### src/rtl/xfifo_axis_wr.sv
// AXI-Stream to FIFO write adapter: a 2-entry skid buffer decouples s_axis_tready
// from fifo_full, with a write-beat counter and a saturating write-error counter.
module xfifo_axis_wr #(
   parameter int AXIS_DATA_WIDTH = 32
) (
   input  logic                       aclk,
   input  logic                       areset,
   input  logic [AXIS_DATA_WIDTH-1:0] s_axis_tdata,
   input  logic                       s_axis_tvalid,
   output logic                       s_axis_tready,
   output logic                       fifo_wren,
   output logic [AXIS_DATA_WIDTH-1:0] fifo_di,
   input  logic                       fifo_full,
   input  logic                       fifo_wrerr,
   output logic [31:0]                beat_count,
   output logic [15:0]                wrerr_count
);

   typedef enum logic [1:0] {
      EMPTY,
      ONE,
      TWO
   } state_t;

   state_t                     r_state;
   logic [AXIS_DATA_WIDTH-1:0] r_head;
   logic [AXIS_DATA_WIDTH-1:0] r_tail;
   logic                       r_rdy_en;
   logic [31:0]                r_beat_count;
   logic [15:0]                r_wrerr_count;

   logic                       w_acc;
   logic                       w_wr;

   // tready depends on registers only, so fifo_full never reaches it combinationally
   assign s_axis_tready = r_rdy_en && (r_state != TWO);
   assign w_wr          = (r_state != EMPTY) && !fifo_full;
   assign w_acc         = s_axis_tvalid && s_axis_tready;

   assign fifo_wren   = w_wr;
   assign fifo_di     = r_head;
   assign beat_count  = r_beat_count;
   assign wrerr_count = r_wrerr_count;

   always_ff @(posedge aclk or posedge areset) begin
      if (areset) begin
         r_state  <= EMPTY;
         r_head   <= '0;
         r_tail   <= '0;
         r_rdy_en <= 1'b0;
      end else begin
         r_rdy_en <= 1'b1;
         case (r_state)
            EMPTY: begin
               if (w_acc) begin
                  r_head  <= s_axis_tdata;
                  r_state <= ONE;
               end
            end
            ONE: begin
               if (w_acc && !w_wr) begin
                  r_tail  <= s_axis_tdata;
                  r_state <= TWO;
               end else if (w_acc && w_wr) begin
                  r_head  <= s_axis_tdata;
               end else if (w_wr) begin
                  r_state <= EMPTY;
               end
            end
            TWO: begin
               if (w_wr) begin
                  r_head  <= r_tail;
                  r_state <= ONE;
               end
            end
            default: r_state <= EMPTY;
         endcase
      end
   end

   always_ff @(posedge aclk or posedge areset) begin
      if (areset) begin
         r_beat_count  <= '0;
         r_wrerr_count <= '0;
      end else begin
         if (w_wr) begin
            r_beat_count <= r_beat_count + 32'd1;
         end
         if (fifo_wrerr && (r_wrerr_count != 16'hFFFF)) begin
            r_wrerr_count <= r_wrerr_count + 16'd1;
         end
      end
   end

endmodule
### config.mk
export PLATFORM = sky130hd
export DESIGN_NAME = xfifo_axis_wr
export DESIGN_NICKNAME = d
export VERILOG_FILES = /design/src/rtl/xfifo_axis_wr.sv
export SDC_FILE = /design/constraint.sdc
export NUM_CORES = 1
export LEC_CHECK = 0
export ABC_AREA = 1
export CAP_MARGIN = 30
export CORE_MARGIN = 2
export CORE_UTILIZATION = 40
export CTS_BUF_LIST = sky130_fd_sc_hd__clkbuf_16
export CTS_CLUSTER_DIAMETER = 60
export DETAILED_ROUTE_END_ITERATION = 6
export HOLD_SLACK_MARGIN = 0.05
export PLACE_DENSITY_LB_ADDON = 0.25
export SETUP_SLACK_MARGIN = 0.15
export SLEW_MARGIN = 20
export SYNTH_ARGS = -nofsm -noshare
export SYNTH_HDL_FRONTEND = slang
export SYNTH_SLANG_ARGS = --single-unit
### constraint.sdc
create_clock -name aclk -period 5.6 [get_ports aclk]
set_clock_uncertainty 0.1 [all_clocks]
set_input_delay 1.12 -clock aclk [delete_from_list [all_inputs] [get_ports aclk]]
set_output_delay 1.12 -clock aclk [all_outputs]
set_load 0.05 [all_outputs]
==> impl_metrics.ini <==
[run_status]
outcome = finished clean

[floorplan]
ios = 119
rows = 43
initial_core_util = 0.406
coreArea_um2 = 13700
die_x_um = 122
die_area_um2 = 14900
die_h_um = 122

[yosys]
synth_top_flop_cell = dfrtp_1
syn_area_per_cell_um2 = 8.19
synth_compound_area_frac = 0.0777
synth_area_leaders = dfrtp_1 52%, nand2_1 13%, nand3_1 5.2%, nor2_1 4.9%, inv_1 4.4%
yosysSeqAreaShare = 0.517
synthAdderAreaFrac = 0.00449
ys_ff_latch = 115
synth_warnings = 0
syn_nets = 719
synthArstFlopShare = 1.00
postSynthCellCount = 680
synth_top_family_by_area = simple AND/OR/NAND/NOR gates
synthMuxAreaShare = 0
yosys.area_share.xor_xnor = 0.0424
synth_edf_count = 0
synth_top_area_frac = 0.517
synthSimpleGateAreaFrac = 0.284
syn_area_um2 = 5570
synth.largest_area_cell = dfrtp_1
ys_types = 32

[clock_tree]
clockBufferDepth = 2
cts_tree = done
cts.sinks = 115
htree_levels = 4
cts-root-buf = clkbuf_16
cts.clk_slew.worst_paths_ns = 0.05
cts_hold_buf = 0
cts_resized = 0
cts_made_buffers = 17
clk_latency_ns = 0.40
post-cts-setup-buffers = 0

[detailed_routing]
route.vias.total = 4849
drt-pass1-iter-count = 5
wl_um = 13300
drc = 0
vias_per_cell = 4.90
antenna_left = 0
wire_per_inst_um = 13.4
first_iter_violations = 421

[job]
maxCapViolations = 0

[sta]
timing.fmax_mhz = 260
finalHoldViolCount = 0
timing.setup.tns_ns = 0
post-route-min-period_ns = 3.85
slew_viol_final = 0
worst_slack_ns = 1.75
maxSlewHeadroom = 0.512
holdWs_ns = 0.424
rsz0062_at_grt = false
finalCritPeriodShare = 0.687
setup_viol = 0
tightest_slew_ns = 0.731

[worst_hold_path]
hold_class = reg -> reg

[place]
post-place-ws_ns = 1.74
dp.cells = 958
place_hpwl_um = 9120
place_congestion = 0.840
io_buffers = 118
place_area_um2 = 6890

[power]
peakVddDrop_mv = 0.191
p_leak_nw = 3.29
power.density_nw_per_um2 = 503

[final_layout]
fin_nets = 836
fin_cells = 989
stdcell_area_um2 = 7450
n_antenna_cell = 0
area_growth_pct = 33.8
drive_gt1_frac = 0.0618

[grt]
grt_pass1_wl_um = 22000
grt.total_usage = 0.187
grt_start_max_net_pins = 65
grt-ovfl-total = 0
grt_pass1_vias = 4619
antenna_found_initial = 0

[critical_path]
worstPathRequired_ns = 4.38
crit_type = in -> out
critical_path.startpoint_type = input port
cp_max_fo = 7
crit_arrival_ns = 2.63
endpoint_kind = primary output
==> path summary, 6_finish.rpt <==
path                                from  slack [ns]         endpoint  cells past startpoint
setup / recovery               fifo_full        1.75        fifo_wren                      3
hold / removal             beat_count[6]        0.42    beat_count[6]                      1
setup reg to reg              r_state[0]        2.73      fifo_di[31]                      6
hold reg to reg            beat_count[6]        0.42    beat_count[6]                      1
max in group asynchronous         areset        3.66   beat_count[22]                      3
min in group asynchronous         areset        0.96  wrerr_count[11]                      2
==> per-layer routing <==
layer | GRT usage | vias up | part of all wire | wire length, um
met5 | 0 | - | 0 | 0
met4 | 0.0675 | 0 | 0.0057 | 76
met3 | 0.0459 | 6 | 0.043 | 570
met2 | 0.304 | 105 | 0.49 | 6550
met1 | 0.243 | 2305 | 0.46 | 6060
li1 | - | 2433 | - | -
==> Yosys cell counts (6+ instances only) <==
| cell | instances |
|---|---|
| nand2_1 | 197 |
| dfrtp_1 | 115 |
| nor2_1 | 72 |
| inv_1 | 65 |
| nand3_1 | 58 |
| o21ai_0 | 39 |
| a31oi_1 | 33 |
| xnor2_1 | 15 |
| nand4_1 | 12 |
| xor2_1 | 12 |
| clkbuf_1 | 8 |
| nand3b_1 | 7 |
| nor3_1 | 6 |
==> worst max-delay path: stages <==
cell             delay [ns]
clkdlybuf4s50_1        0.46
nor2_4                 0.21
clkdlybuf4s50_1        0.83
==> cell usage in the layout, fill, tap and decap left out, types with 2 or more instances in the layout <==
master,n
a21boi_0,2
a31oi_1,33
and2_1,2
buf_4,5
bufinv_16,2
clkbuf_16,17
clkdlybuf4s50_1,118
clkinv_1,2
clkinv_2,2
clkinv_4,3
clkinvlp_4,5
dfrtp_1,115
ha_1,2
inv_1,64
inv_2,3
nand2_1,197
nand2_2,2
nand3_1,58
nand3_2,2
nand3b_1,7
nand4_1,12
nor2_1,72
nor2_4,2
nor3_1,6
nor3_2,2
o21ai_0,39
xnor2_1,15
xor2_1,12
==> through the flow <==
step                      power, W   util
after detailed placement   0.00275  0.502
final                      0.00375  0.543
after floorplan            0.00229      -
after CTS                  0.00378  0.543
after global routing       0.00397  0.543
after global placement     0.00271  0.500
==> report_power, final <==
group / leakage [nW] / total, W / switching (W) / internal [W]
clock network: 0.262 / 0.00102 / 0.000377 / 0.000647
registers: 1.42 / 0.00130 / 0.000199 / 0.00110
logic: 1.61 / 0.00142 / 0.000949 / 0.000474
total: 3.29 / 0.00375 / 0.00152 / 0.00223
==> cell type report <==
cell class                      count  area, um2
Clock buffer                       17        425
Clock inverter                     14        141
Fill cell                        1251       6270
Inverter                           68        258
Multi-Input combinational cell    471       2280
Sequential cell                   115       2880
Tap cell                          180        225
Timing Repair Buffer              124       1250
==> registers in the layout (all words and copies together), names as in the netlist <==
signal       count
r_tail          32
beat_count      32
fifo_di         32
r_state          2
wrerr_count     16
r_rdy_en         1
==> logic make-up (layout without fill, tap and decap cells) <==
logic type | Yosys count | after routing
and+or+nand+nor | 366 | 366
DFF | 115 | 115
buffers and inverters | 94 | 223
AOI/OAI and AO/OA | 75 | 75
xor gates and xnor gates | 27 | 27
adders and majority gates | 2 | 2
other | 1 | 1
Power figures use the tool's default switching activity.
